### src/rtl/ctrl_pkg.sv
// Shared constants for the controller input-conditioning path: channel map,
// default pin polarity and debounce period.
package ctrl_pkg;

    localparam int unsigned N_IN = 6;

    localparam int unsigned CH_LEFT   = 0;
    localparam int unsigned CH_RIGHT  = 1;
    localparam int unsigned CH_UP     = 2;
    localparam int unsigned CH_DOWN   = 3;
    localparam int unsigned CH_ATTACK = 4;
    localparam int unsigned CH_PERY   = 5;

    // 1 = raw pin is active-low (directional pad pulls low when pressed)
    localparam logic [N_IN-1:0] ACTIVE_LOW_MASK_DEFAULT = 6'b001111;

    // 10 ms at 100 MHz
    localparam int unsigned DEBOUNCE_CYCLES_10MS = 1000000;

    // Counter width able to hold 0..cycles-1, never narrower than one bit.
    function automatic int unsigned cnt_width(input int unsigned cycles);
        return (cycles > 2) ? $clog2(cycles) : 1;
    endfunction

endpackage

### src/rtl/debounce_channel.sv
// One controller line: two-flop synchroniser with polarity fix, stability
// counter, and registered press/release pulses on accepted transitions.
module debounce_channel
    import ctrl_pkg::*;
#(
    parameter int unsigned DEBOUNCE_CYCLES = DEBOUNCE_CYCLES_10MS,
    parameter logic        ACTIVE_LOW      = 1'b0
) (
    input  logic clk,
    input  logic reset,
    input  logic raw,
    output logic level,
    output logic press,
    output logic rel
);

    localparam int unsigned         CNT_W    = cnt_width(DEBOUNCE_CYCLES);
    localparam logic [CNT_W-1:0]    CNT_LAST = CNT_W'(DEBOUNCE_CYCLES - 1);

    logic             s1;
    logic             s2;
    logic [CNT_W-1:0] cnt;
    logic [CNT_W-1:0] cnt_nxt;
    logic             level_nxt;
    logic             press_nxt;
    logic             rel_nxt;

    // Count consecutive cycles the synchronised value disagrees with the level.
    always_comb begin
        cnt_nxt   = '0;
        level_nxt = level;
        press_nxt = 1'b0;
        rel_nxt   = 1'b0;
        if (s2 != level) begin
            if (cnt == CNT_LAST) begin
                level_nxt = s2;
                press_nxt = s2;
                rel_nxt   = ~s2;
            end else begin
                cnt_nxt = cnt + CNT_W'(1);
            end
        end
    end

    always_ff @(posedge clk) begin
        if (reset) begin
            s1    <= 1'b0;
            s2    <= 1'b0;
            cnt   <= '0;
            level <= 1'b0;
            press <= 1'b0;
            rel   <= 1'b0;
        end else begin
            s1    <= raw ^ ACTIVE_LOW;
            s2    <= s1;
            cnt   <= cnt_nxt;
            level <= level_nxt;
            press <= press_nxt;
            rel   <= rel_nxt;
        end
    end

endmodule

### src/rtl/controller_debounce.sv
// Pmod controller input conditioning: one independent debounce channel per
// raw pin, producing active-high levels and one-cycle edge pulses.
module controller_debounce
    import ctrl_pkg::*;
#(
    parameter int unsigned     DEBOUNCE_CYCLES = DEBOUNCE_CYCLES_10MS,
    parameter logic [N_IN-1:0] ACTIVE_LOW_MASK = ACTIVE_LOW_MASK_DEFAULT
) (
    input  logic            clk,
    input  logic            reset,
    input  logic [N_IN-1:0] raw_in,
    output logic [N_IN-1:0] btn_level,
    output logic [N_IN-1:0] btn_press,
    output logic [N_IN-1:0] btn_release
);

    for (genvar i = 0; i < N_IN; i++) begin : g_ch
        debounce_channel #(
            .DEBOUNCE_CYCLES (DEBOUNCE_CYCLES),
            .ACTIVE_LOW      (ACTIVE_LOW_MASK[i])
        ) u_ch (
            .clk   (clk),
            .reset (reset),
            .raw   (raw_in[i]),
            .level (btn_level[i]),
            .press (btn_press[i]),
            .rel   (btn_release[i])
        );
    end

endmodule
### config.mk
export PLATFORM = sky130hd
export DESIGN_NAME = controller_debounce
export DESIGN_NICKNAME = d
export VERILOG_FILES = /design/src/rtl/ctrl_pkg.sv /design/src/rtl/debounce_channel.sv /design/src/rtl/controller_debounce.sv
export SDC_FILE = /design/constraint.sdc
export NUM_CORES = 1
export LEC_CHECK = 0
export ABC_AREA = 1
export CORE_AREA = 8 8 158 130
export CTS_BUF_LIST = sky130_fd_sc_hd__clkbuf_4 sky130_fd_sc_hd__clkbuf_8
export DETAILED_ROUTE_END_ITERATION = 8
export DIE_AREA = 0 0 166 138
export PLACE_DENSITY = 0.64
export SETUP_SLACK_MARGIN = 0.05
export SLEW_MARGIN = 20
export SYNTH_ARGS = -nofsm -noshare
export SYNTH_HDL_FRONTEND = slang
export SYNTH_SLANG_ARGS = --single-unit
### constraint.sdc
create_clock -name clk -period 1.9 [get_ports clk]
set_clock_uncertainty 0.1 [all_clocks]
set_input_delay 0.475 -clock clk [delete_from_list [all_inputs] [get_ports clk]]
set_output_delay 0.475 -clock clk [all_outputs]
set_load 0.005 [all_outputs]
; Word level (Yosys, flattened, before mapping)
; Cells that the tools add are included.
[totals]
regBits = 150
mem_bits_rw = 0
n_memories = 0
out_inout_bits = 18
wordCells = 94
romBits = 0
inputBits = 8
latchBits = 0
[classes]
n_mux = 0
n_shift = 0
n_reduce_logical = 18
bitwise_logic = 22
n_mul = 0
n_div = 0
n_addsub = 6
order_cmp = 0
eq_ne = 12
[op_table]
columns = operator, count
row1 = 20-bit by 1-bit adder with 20-bit output (second input constant), 6
row2 = 20-bit == test (second input constant), 6
row3 = 3-bit OR reduction, 12
row4 = 1-bit NOT, 22
row5 = 2-bit AND reduction, 6
row6 = 1-bit inequality test, 6

; Logic depth before layout (Yosys ltp)
; Gate-level depths: netlist (run 1).
[depth]
ltp_word = 3
mapped_depth = 9
depth_no_buf = 9

; By module
; A second synthesis (run 1) with hierarchy kept.
[hier_totals]
hier_cells = 1024
hier_area_um2 = 7216.9
[by_module_without_submodules]
columns = mod, area_per_inst_um2, cells_per_inst, seq_area_each_um2, instances
row1 = debounce_channel at g_ch[0].u_ch ..., 1203.7, 172, 500.5, 4
row2 = debounce_channel at g_ch[4].u_ch ..., 1201.2, 168, 500.5, 2

; Worst setup path before layout (run 1)
; Ideal clock, no wire load.
[synth_timing]
kind = reg2reg
startpoint = register g_ch[1].u_ch.cnt[0]
endpoint = register g_ch[1].u_ch.cnt[16]
synth_period_minus_slack_ps = 1534
n_path_buf = 1
arrival_ps = 1325
setup_ps = 109
required_time_ps = 1691
path_slack_ps = 366
path_stages_with_launch = 10
cell_sequence = dfxtp_1 ha_1 nand3_4 inv_2 nand3_2 o21ai_2 buf_6 inv_2 nand2_1 inv_1
[synth_between]
elab_chain_cells = 2
elab_cells_between_ends = 3
cone_classes = 1 x add/sub / 1 x eq/ne / 1 x reduce/logical
[synth_lines]
columns = element, line
row1 = from (decl), debounce_channel.sv:22  ; logic [CNT_W-1:0] cnt;
row2 = from (signal assigned), debounce_channel.sv:56  ; cnt <= cnt_nxt;
row3 = branches (longest 2 deep; another with 20-bit by 1-bit adder with 20-bit output), n/a
; Parallel ways; which one is timed is not known.
; A chain may end at the register's enable or synchronous reset.

; Final worst setup path (run 1)
[layout_timing]
startpoint = register g_ch[2].u_ch.level
endpoint = output btn_level[2]
[layout_lines]
columns = element, line
row1 = from (decl), debounce_channel.sv:12  ; output logic level,
row2 = from (signal assigned), debounce_channel.sv:57  ; level <= level_nxt;
row3 = to (decl), controller_debounce.sv:12  ; output logic [N_IN-1:0] btn_level,
; No word-level cell between the ends.

==> results.md, run 1 <==
- Status: finished clean
- # Max-Cap Violations: 0
- Power Internal: 4.324 mW
- Worst path cell trace: dlygate4sd2_1
- Comb power frac: under 10%
- Number of sinks on the clock net: 150
- I/O pin total: 26
- Worst setup path endpoint: btn_level[2]
- Hold Path Origin: g_ch[4].u_ch.s1$_SDFF_PP0_
- Slew at the pin closest to its max-slew limit: around 0.37 ns
- Syn-to-layout area delta: 11.42%
- Die outline area: 22910 µm²
- Root Buffer: clkbuf_8
- Starting density of the core: between 40% and 50%
- Top flip-flop cell by instance count after synthesis: dfxtp_1
- H-tree Lvls: 4
- Insertion delay of the later-clocked pin in the worst-skew pair: between 0.4 and 0.5 ns
- Crit path DAT: 1.12 ns
- Leakage power of the design: ~2.6 nW
- Die span in x: 166 µm
- CTS tree: yes
- Die height: around 140 µm
- Reg power frac: a little under three fifths
- Tightest Hold Check Type: reg -> reg
- DRC Markers: 0
- Worst R2R Path Depth: 7
- Number of pins with negative max-slew slack in the final report: 0
- Relative slew slack: about 75%
- Pre-Repair DR Iteration Count: 4
- Final design utilization: around 45%
- Levels on crit path: 1
- Source of the critical timing path: g_ch[2].u_ch.level$_SDFFE_PP0P_
- Pre-CTS setup slack: 0.07225 ns
- Cell class contributing the biggest share of worst-path delay: flip-flops
- FF-to-FF End: g_ch[2].u_ch.cnt[17]$_SDFF_PP0_
- Maximum number of pins on one net before global-route repair: 21
- Fraction of power consumed by the clock network: about two fifths
- Total number of placement rows: 44
- Cell at the slowest stage of the critical path: dfxtp_1
- Mapped Area: between 7000 and 8000 µm²
- Commonest non-fill, non-tap cells in the layout: 266 x nand2_1, 256 x nor2_1, 145 x dfxtp_1
- Fin crit share: between 80% and 90%
- Total routed wirelength: between 10000 and 15000 µm
- Number of nets in the layout: 1099
- Number of cells produced by synthesis: approximately 1100
- Launching element type of the critical path: flip-flop
- Buffers added on ports: 25
- Category of the worst setup path capture point: output port
- Setup violation total in the final timing report: 0
- Sequential-to-total area share from yosys stat: between 40% and 50%
- Vias per Instance: about 4.5
- Initial antenna violation count: 0
- Final worst setup slack: around 0.21 ns
- Post-synthesis area per instance: approximately 7 µm²
- Cell type with the highest aggregate area in the netlist: dfxtp_1
- Via count of the first global-routing pass: 5358
- Yosys top cell area share: approximately two fifths
- Starting DRC count in detailed routing: roughly 370
- Worst reg-to-reg setup slack: 0.25 ns
- Total number of yosys warnings: 0
- Overall Power: about 5.5 mW
- Residual overflow from global routing: 0
- HPWL reported at the end of detailed placement: about 11000 µm
- Required time of the worst setup path: about 1.3 ns
- Unrepaired setup endpoints after global routing: no
- Setup TNS: 0 ns
- Placer congestion estimate: 0.8470
- Ant diodes: 0
- Wire length of the first global-routing pass: roughly 25000 µm
- Post-DRT Antenna Nets: 0
- Share of post-route cells with drive strength above 1: approximately 7.8%
- Clock buffers created by TritonCTS: 17
- Max IR drop VDD: 343.9 µV
- Wire length per cell: between 10 and 15 µm
- Crit path time final: about 1.7 ns
- Highest clock rate: slightly below 0.6 GHz
- FF+latch count, synth: 150
- Critical path fanouts, max: 3
- Buffers and inverters on the worst path: 1
- Nets in the synthesized netlist: approximately 1100
- Net load switching power: ~1.2 mW
- Startpoint of the worst register-to-register path: g_ch[2].u_ch.cnt[0]$_SDFF_PP0_
- Fraction of power spent switching nets: between 20% and 30%
- Fill cell count: 1842
- Core footprint: roughly 18000 µm²
- Share of synthesized registers carrying an async set or reset: 0%
- Number of library cell types mapped by synthesis: 31
- Largest stage delay, worst path: 0.37 ns
- Most common cell after layout, fill and taps aside: nand2_1
- Hold violation count in the final report: 0
- Crit Path Category: reg -> out
- CTS clock-pin slew for the worst setup and hold paths: about 0.080 ns
- Number of flops mapped to enable cells by yosys: 0
- Pwr dens: 684.2 nW/µm²
- GRT Resource Usage Total: about an eighth
- Via Count: around 6000
- Cell types with the largest area share after synthesis: dfxtp_1 41%, nand2_1 14%, nor2_1 13%
- Post-CTS Hold Buffers: 0
- Clock tree buffer depth: 2
## layer usage
| metal | GRT usage [%] | wire (µm) |
|---|---|---|
| met2 | 18.92 | 5898 |
| met1 | 17.49 | 7932 |
| met4 | 3.725 | 138 |
| met5 | 0 | 0 |
| met3 | 3.385 | 428 |
## state kept, by name, indices dropped and copies added, names as in the netlist
register / cells
g_ch.u_ch.press: 6
g_ch.u_ch.cnt: 120
g_ch.u_ch.level: 6
g_ch.u_ch.s2: 6
g_ch.u_ch.rel: 6
g_ch.u_ch.s1: 6
## stage by stage
stage               instances  hold slack (ns)  instance area [µm²]
floorplan                1058           0.2883                 7239
global placement         1295           0.2888                 7706
detailed placement       1295           0.2928                 7706
CTS                      1327           0.2990                 8064
finish                   1327           0.2993                 8066
global route             1327           0.3180                 8066
## layout make-up
class                           instances  area, µm²  share of cell area (%)
Clock buffer                           21      282.8                   3.506
Clock inverter                         10      80.08                  0.9927
Inverter                              101      379.1                   4.700
Multi-Input combinational cell        775       3631                   45.01
Sequential cell                       150       3012                   37.34
Tap cell                              230      287.8                   3.568
Timing Repair Buffer                   40      394.1                   4.886
## power by group through the flow
stage / clock network (mW) / logic, mW / registers [mW]
5_1_grt: 2.49 / 0.0975 / 3.17
2_1_floorplan: 0 / 0.0481 / 3.24
3_3_place_gp: 0 / 0.0883 / 3.24
3_5_place_dp: 0 / 0.0892 / 3.24
4_1_cts: 2.36 / 0.0892 / 3.17
6_report: 2.27 / 0.0864 / 3.17
## synth_stat cells, types with 2 or more instances
cell type  count
a21oi_1       52
and2_1         2
buf_2          4
buf_4         25
clkbuf_1       2
dfxtp_1      150
ha_1           6
inv_1         98
inv_2          3
nand2_1      266
nand2_2        2
nand3_1       60
nand3_2        7
nand3b_1       5
nand4_1       15
nor2_1       256
nor2_2         6
nor2_4         4
nor3_1         7
o21ai_0        9
o21ai_1        3
o21bai_1       4
or2_0          6
or2_2          9
xnor2_1       22
xor2_1        30
## timing repair
action / CTS / global route
setup endpoints to repair: 17 / 1
resized for setup: 23 / 1
setup buffers: 1 / 0
endpoints found under the hold margin: 0 / 0
## cell families (layout without fill, tap and decap cells)
| logic type | after synthesis | after routing | synth area share (%) |
|---|---|---|---|
| buffers and inverters | 133 | 172 | 8.365 |
| XOR/XNOR | 52 | 52 | 6.291 |
| AND/OR/NAND/NOR | 648 | 648 | 37.87 |
| adder cells (fa/ha/maj) | 6 | 6 | 1.037 |
| AO/OA/AOI/OAI | 69 | 69 | 4.960 |
| flip-flops | 150 | 150 | 41.48 |
## worst min-delay path by stage
stage / to / slack (ns) / cells after the start
finish: g_ch[4].u_ch.s2$_SDFF_PP0_ / 0.30 / 2
global route: g_ch[4].u_ch.s2$_SDFF_PP0_ / 0.32 / 2
CTS: g_ch[4].u_ch.s2$_SDFF_PP0_ / 0.30 / 2
detailed placement: g_ch[4].u_ch.s2$_SDFF_PP0_ / 0.29 / 2
global placement: g_ch[3].u_ch.s2$_SDFF_PP0_ / 0.29 / 2
floorplan: g_ch[0].u_ch.s2$_SDFF_PP0_ / 0.29 / 2
No activity file was read; power rests on OpenSTA's default activity.
==> run 2: changes to the inputs <==
- CELL_PAD_IN_SITES_DETAIL_PLACEMENT: default -> 1
- CELL_PAD_IN_SITES_GLOBAL_PLACEMENT: default -> 2
- CORE_AREA: 8 8 158 130 -> 8 8 168 138
- DIE_AREA: 0 0 166 138 -> 0 0 176 146
- PLACE_DENSITY: 0.64 -> 0.88
==> run 2 against run 1 <==
Effect of this change:
- critical path depth is 6 higher
- total power grew 13%
- sequential power about the same
- clock power rose by 31%
- worst hold slack gained 0.0075 ns
==> results.md, run 2 (synthesis gave the netlist of run 1 again) <==
- Worst hold slack: 0.3067 ns (was 0.2993 ns)
- Total number of placement rows: 47 (was 44)
- Wire length per cell: 13.09 µm (was 10.85 µm)
- Status: finished clean (unchanged)
- Fraction of power spent switching nets: 20.21% (was 21.66%)
- DRC Markers: 0 (unchanged)
- HPWL reported at the end of detailed placement: 13690 µm (was 10860 µm)
- Clock tree buffer depth: 2 (unchanged)
- Placer congestion estimate: 0.7977 (was 0.8470)
- Cell at the slowest stage of the critical path: dfxtp_1 (unchanged)
- CTS clock-pin slew for the worst setup and hold paths: 0.08 ns (about the same)
- Final worst setup slack: 0.1933 ns (was 0.2085 ns)
- Final design utilization: 40.57% (was 45.08%)
- Number of sinks on the clock net: 150 (unchanged)
- Most common cell after layout, fill and taps aside: nand2_1 (unchanged)
- Overall Power: 6.241 mW (was 5.519 mW)
- Final Instance Area: 8278 µm² (was 8066 µm²)
- Setup TNS: 0 ns (unchanged)
- Worst path cell trace: ha_1, nand3_1, nor2_1, nand3_1, nand2_1, buf_12, nor2_1 (was dlygate4sd2_1)
- Maximum number of pins on one net before global-route repair: 21 (unchanged)
- Pre-CTS setup slack: 0.02040 ns (was 0.07225 ns)
- Share of post-route cells with drive strength above 1: 8.295% (was 7.840%)
- Die height: 146 µm (was 138 µm)
- Largest stage delay, worst path: 0.37 ns (about the same)
- Vias per Instance: 4.624 (was 4.548)
- Hold violation count in the final report: 0 (unchanged)
- Reg power frac: 50.7% (was 57.4%)
- Leakage power of the design: 2.690 nW (was 2.626 nW)
- Die outline area: 25700 µm² (was 22910 µm²)
- Crit Path Category: reg -> reg (was reg -> out)
- Total routed wirelength: 17880 µm (was 14400 µm)
- # Max-Cap Violations: 0 (unchanged)
- Biggest register: g_ch.u_ch.cnt (unchanged)
- Placement Cell Area: 7785 µm² (was 7706 µm²)
- Highest clock rate: 0.5859 GHz (was 0.5912 GHz)
- Via count of the first global-routing pass: 6389 (was 5358)
- Number of placed cells counting well taps: 1333 (was 1295)
- Die span in x: 176 µm (was 166 µm)
- CTS tree: yes (unchanged)
- Launching element type of the critical path: flip-flop (unchanged)
- Comb power frac: 1.5% (was 1.6%)
- Worst R2R Path Depth: 7 (unchanged)
- Tightest Hold Check Type: reg -> reg (unchanged)
- Unrepaired setup endpoints after global routing: no (unchanged)
- Core footprint: 20410 µm² (was 17890 µm²)
- Power Internal: 4.980 mW (was 4.324 mW)
- Crit path time final: 1.707 ns (was 1.692 ns)
- Net load switching power: 1.261 mW (was 1.195 mW)
- FF-to-FF End: g_ch[4].u_ch.cnt[17]$_SDFF_PP0_ (was g_ch[2].u_ch.cnt[17]$_SDFF_PP0_)
- WHS Path Cells: 2 (unchanged)
- Pwr dens: 753.9 nW/µm² (was 684.2 nW/µm²)
- Post-DRT Antenna Nets: 0 (unchanged)
- Fraction of power consumed by the clock network: 47.7% (was 41.1%)
- Insertion delay of the later-clocked pin in the worst-skew pair: 0.45 ns (was 0.44 ns)
- Worst reg-to-reg setup slack: 0.19 ns (was 0.25 ns)
- H-tree Lvls: 4 (unchanged)
- Crit path DAT: 1.94 ns (was 1.12 ns)
- Residual overflow from global routing: 0 (unchanged)
- Setup violation total in the final timing report: 0 (unchanged)
- Via Count: 6316 (was 6035)
- Wire length of the first global-routing pass: 31060 µm (was 24580 µm)
- Flip-flop count of the largest register after layout: 120 (unchanged)
- Number of nets in the layout: 1099 (unchanged)
- Ant diodes: 0 (unchanged)
- Fin crit share: 89.83% (was 89.03%)
- I/O pin total: 26 (unchanged)
- Clock buffers created by TritonCTS: 17 (unchanged)
- Slew at the pin closest to its max-slew limit: 0.4366 ns (was 0.3720 ns)
- Relative slew slack: 70.67% (was 75.01%)
- Category of the worst setup path capture point: flip-flop (was output port)
- Buffers added on ports: 25 (unchanged)
- Worst setup path endpoint: g_ch[4].u_ch.cnt[17]$_SDFF_PP0_ (was btn_level[2])
- GRT Resource Usage Total: 14.57% (was 12.66%)
- Commonest non-fill, non-tap cells in the layout: 266 x nand2_1, 255 x nor2_1, 144 x dfxtp_1 (was 266 x nand2_1, 256 x nor2_1, 145 x dfxtp_1)
- Critical path fanouts, max: 20 (was 3)
- Post-Layout Cell Count: 1366 (was 1327)
- Syn-to-layout area delta: 14.34% (was 11.42%)
- Starting DRC count in detailed routing: 269 (was 371)
- Pre-Repair DR Iteration Count: 4 (unchanged)
- Root Buffer: clkbuf_8 (unchanged)
- Max IR drop VDD: 419.0 µV (was 343.9 µV)
- Starting density of the core: 35.48% (was 40.46%)
- Initial antenna violation count: 0 (unchanged)
- Required time of the worst setup path: 2.13 ns (was 1.32 ns)
- Startpoint of the worst register-to-register path: g_ch[4].u_ch.cnt[0]$_SDFF_PP0_ (was g_ch[2].u_ch.cnt[0]$_SDFF_PP0_)
- Number of pins with negative max-slew slack in the final report: 0 (unchanged)
- Source of the critical timing path: g_ch[4].u_ch.cnt[0]$_SDFF_PP0_ (was g_ch[2].u_ch.level$_SDFFE_PP0P_)
run 2: changes by cell type in the layout (fill, tap and decap cells not counted), sizes merged:
| cell | change |
|---|---|
| clkinvlp | -2 |
| clkbuf | +1 |
| dlygate4sd2 | +1 |
| dlymetal6s2s | -1 |
| bufinv | +5 |
| clkinv | -4 |
run 2: worst min-delay path by stage:
stage               slack (ns)                        from                          to
floorplan                 0.29  g_ch[0].u_ch.s1$_SDFF_PP0_  g_ch[0].u_ch.s2$_SDFF_PP0_
global placement          0.29  g_ch[3].u_ch.s1$_SDFF_PP0_  g_ch[3].u_ch.s2$_SDFF_PP0_
detailed placement        0.30  g_ch[3].u_ch.s1$_SDFF_PP0_  g_ch[3].u_ch.s2$_SDFF_PP0_
CTS                       0.31  g_ch[3].u_ch.s1$_SDFF_PP0_  g_ch[3].u_ch.s2$_SDFF_PP0_
global route              0.32  g_ch[4].u_ch.s1$_SDFF_PP0_  g_ch[4].u_ch.s2$_SDFF_PP0_
finish                    0.31  g_ch[3].u_ch.s1$_SDFF_PP0_  g_ch[3].u_ch.s2$_SDFF_PP0_
run 2: per-layer routing:
layer | global-route usage [%] | wire length, µm
met2 | 22.47 | 7802
met1 | 20.04 | 9480
met3 | 3.268 | 416
met5 | 0 | 0
met4 | 3.936 | 184
run 2: final cells by class:
cell class	count	area [µm²]
clock buffer	22	277.8
clock inverter	9	198.9
fill	2585	12130
inverter	101	379.1
multi-input combinational	775	3645
sequential	150	3013
tap	269	336.6
timing repair buffer	40	427.9
run 2: worst max-delay path: cells and delay by family (launching register included):
family | cells | cell delay [ns]
simple gates | 5 | 0.75
fa+ha+maj | 1 | 0.21
flops | 1 | 0.37
buf+inv | 1 | 0.16
run 2: power groups by stage:
stage	combinational (mW)	sequential (mW)	clock (mW)
floorplan	0.0481	3.24	0
global placement	0.0953	3.24	0
detailed placement	0.0969	3.24	0
CTS	0.0971	3.17	3.09
global route	0.107	3.17	3.23
finish	0.0954	3.17	2.98
run 2: timing repair:
item | 4_1_cts | 5_1_grt
buffers inserted | 2 | 0
hold buffers | 0 | 0
resized for setup | 25 | 4
endpoints found under the setup margin | 18 | 27
hold endpoints to repair | 0 | 0
==> run 3: changes to the inputs <==
- PLACE_DENSITY: 0.88 -> 0.84
==> run 3 against run 2 <==
Effect of this change:
- die area is the same
- worst setup slack improved by 0.0031 ns
- sequential share of layout area up 0.21 points
- via count shrank 0.59%
- critical path depth decreased by 6
- core utilization decreased by 0.20 points
- wire length shrank 1.6%
- sequential cell count is the same
- critical endpoint is now btn_level[2]
- largest power group unchanged
==> results.md, run 3 (synthesis gave the netlist of run 1 again) <==
- Status: finished clean (unchanged)
- I/O pin total: 26 (unchanged)
- Hold violation count in the final report: 0 (unchanged)
- Clock tree buffer depth: 2 (unchanged)
- Slew at the pin closest to its max-slew limit: 0.4357 ns (was 0.4366 ns)
- Most common cell after layout, fill and taps aside: nand2_1 (unchanged)
- Required time of the worst setup path: 1.32 ns (was 2.13 ns)
- Total routed wirelength: 17590 µm (was 17880 µm)
- Flip-flop count of the largest register after layout: 120 (unchanged)
- Power Internal: 4.657 mW (was 4.980 mW)
- Die outline area: 25700 µm² (unchanged)
- Via Count: 6279 (was 6316)
- Fin crit share: 89.67% (was 89.83%)
- Placer congestion estimate: 0.7862 (was 0.7977)
- Ant diodes: 0 (unchanged)
- HPWL reported at the end of detailed placement: 13440 µm (was 13690 µm)
- Leakage power of the design: 2.668 nW (was 2.690 nW)
- Starting DRC count in detailed routing: 248 (was 269)
- Fraction of power consumed by the clock network: 45.0% (was 47.7%)
- Highest clock rate: 0.5870 GHz (was 0.5859 GHz)
- Post-CTS Hold Buffers: 0 (unchanged)
- Final design utilization: 40.36% (was 40.57%)
- Buffers added on ports: 25 (unchanged)
- Biggest register: g_ch.u_ch.cnt (unchanged)
- Fraction of power spent switching nets: 21.43% (was 20.21%)
- Setup violation total in the final timing report: 0 (unchanged)
- Number of pins with negative max-slew slack in the final report: 0 (unchanged)
- Syn-to-layout area delta: 13.77% (was 14.34%)
- Net load switching power: 1.270 mW (was 1.261 mW)
- Maximum number of pins on one net before global-route repair: 21 (unchanged)
- Share of post-route cells with drive strength above 1: 8.818% (was 8.295%)
- CTS clock-pin slew for the worst setup and hold paths: 0.09 ns (was 0.08 ns)
- Category of the worst setup path capture point: output port (was flip-flop)
- Die height: 146 µm (unchanged)
- Starting density of the core: 35.48% (unchanged)
- Comb power frac: 1.6% (was 1.5%)
- Number of sinks on the clock net: 150 (unchanged)
- Worst path cell trace: dlygate4sd2_1 (was ha_1, nand3_1, nor2_1, nand3_1, nand2_1, buf_12, nor2_1)
- Via count of the first global-routing pass: 6370 (was 6389)
- Vias per Instance: 4.587 (was 4.624)
- Fill cell count: 2622 (was 2585)
- GRT Resource Usage Total: 14.35% (was 14.57%)
- Crit Path Category: reg -> out (was reg -> reg)
- Die span in x: 176 µm (unchanged)
- Buffers and inverters on the worst path: 1 (unchanged)
- Max IR drop VDD: 404.6 µV (was 419.0 µV)
- Tightest Hold Check Type: reg -> reg (unchanged)
- Pre-Repair DR Iteration Count: 4 (unchanged)
- Pwr dens: 719.5 nW/µm² (was 753.9 nW/µm²)
- Number of nets in the layout: 1101 (was 1099)
- Multi-input gate area: 3649 µm² (was 3645 µm²)
- Combined flip-flop and latch cell area: 3015 µm² (was 3013 µm²)
- Core footprint: 20410 µm² (unchanged)
- Relative slew slack: 70.73% (was 70.67%)
- H-tree Lvls: 4 (unchanged)
- CTS tree: yes (unchanged)
- Unrepaired setup endpoints after global routing: no (unchanged)
- Cell at the slowest stage of the critical path: dfxtp_1 (unchanged)
- DRC Markers: 0 (unchanged)
- Clock buffers created by TritonCTS: 17 (unchanged)
- Residual overflow from global routing: 0 (unchanged)
- Post-DRT Antenna Nets: 0 (unchanged)
- Setup TNS: 0 ns (unchanged)
- Wire length of the first global-routing pass: 30550 µm (was 31060 µm)
- Crit path time final: 1.704 ns (was 1.707 ns)
- # Max-Cap Violations: 0 (unchanged)
- Commonest non-fill, non-tap cells in the layout: 266 x nand2_1, 255 x nor2_1, 142 x dfxtp_1 (was 266 x nand2_1, 255 x nor2_1, 144 x dfxtp_1)
- Critical path fanouts, max: 3 (was 20)
- Wire length per cell: 12.85 µm (was 13.09 µm)
- Reg power frac: 53.4% (was 50.7%)
- Crit path DAT: 1.13 ns (was 1.94 ns)
- Insertion delay of the later-clocked pin in the worst-skew pair: 0.45 ns (about the same)
- Root Buffer: clkbuf_8 (unchanged)
- Total number of placement rows: 47 (unchanged)
- Largest stage delay, worst path: 0.38 ns (was 0.37 ns)
- Launching element type of the critical path: flip-flop (unchanged)
- Cell class contributing the biggest share of worst-path delay: flip-flops (was simple AND/OR/NAND/NOR gates)
- Initial antenna violation count: 0 (unchanged)
-- run 3: metrics by stage --
step                      std cells  total power, mW  worst slack [ns]  area, µm²  hold WS, ns
after floorplan                1058            3.288            0.3659       7239       0.2883
after global placement         1334            3.336           0.06377       7780       0.2901
after detailed placement       1334            3.338           0.01610       7780       0.3033
after CTS                      1369            6.046            0.1231       8219       0.3015
after global routing           1369            6.202           0.06826       8237       0.3138
final                          1369            5.927            0.1963       8237       0.3018
-- run 3: layout make-up --
class | instances | area share (%)
multi-input cells | 775 | 44.30
flip-flops and latches | 150 | 36.61
well taps | 269 | 4.086
clock buffers | 23 | 3.691
clock inverters | 9 | 1.489
inverters | 101 | 4.603
repair buffers | 42 | 5.226
-- run 3: power by group through the flow --
stage	registers, mW	logic, mW	clock network [mW]
6_report	3.17	0.0945	2.67
3_5_place_dp	3.24	0.0964	0
2_1_floorplan	3.24	0.0481	0
3_3_place_gp	3.24	0.0945	0
4_1_cts	3.17	0.0969	2.78
5_1_grt	3.17	0.106	2.93
-- run 3: worst paths after layout --
check	start	cells past startpoint	end	slack [ns]
worst min register to register	g_ch[2].u_ch.s1$_SDFF_PP0_	2	g_ch[2].u_ch.s2$_SDFF_PP0_	0.30
worst min-delay path	g_ch[2].u_ch.s1$_SDFF_PP0_	2	g_ch[2].u_ch.s2$_SDFF_PP0_	0.30
worst max-delay path	g_ch[2].u_ch.level$_SDFFE_PP0P_	1	btn_level[2]	0.20
worst max register to register	g_ch[2].u_ch.cnt[0]$_SDFF_PP0_	7	g_ch[2].u_ch.cnt[11]$_SDFF_PP0_	0.23
-- run 3: repair_timing --
action	in CTS	in global routing
endpoints found under the setup margin	18	66
endpoints found under the hold margin	0	0
buffers inserted	3	0
resized for setup	27	5
-- run 3: per-layer routing --
layer	vias to the layer above	wire, µm	share of wire, %	global-route usage [%]
met5	-	0	0	0
met4	0	136	0.77	3.809
met3	11	421	2.4	3.294
met2	27	7753	44	22.19
met1	2916	9276	53	19.67
li1	3325	-	-	-
-- run 3: worst min-delay path: cells and delay by family (launching register included) --
family | cells | cell delay [ns]
flip-flops | 1 | 0.30
AND/OR/NAND/NOR | 1 | 0.03
buffers and inverters | 1 | 0.04
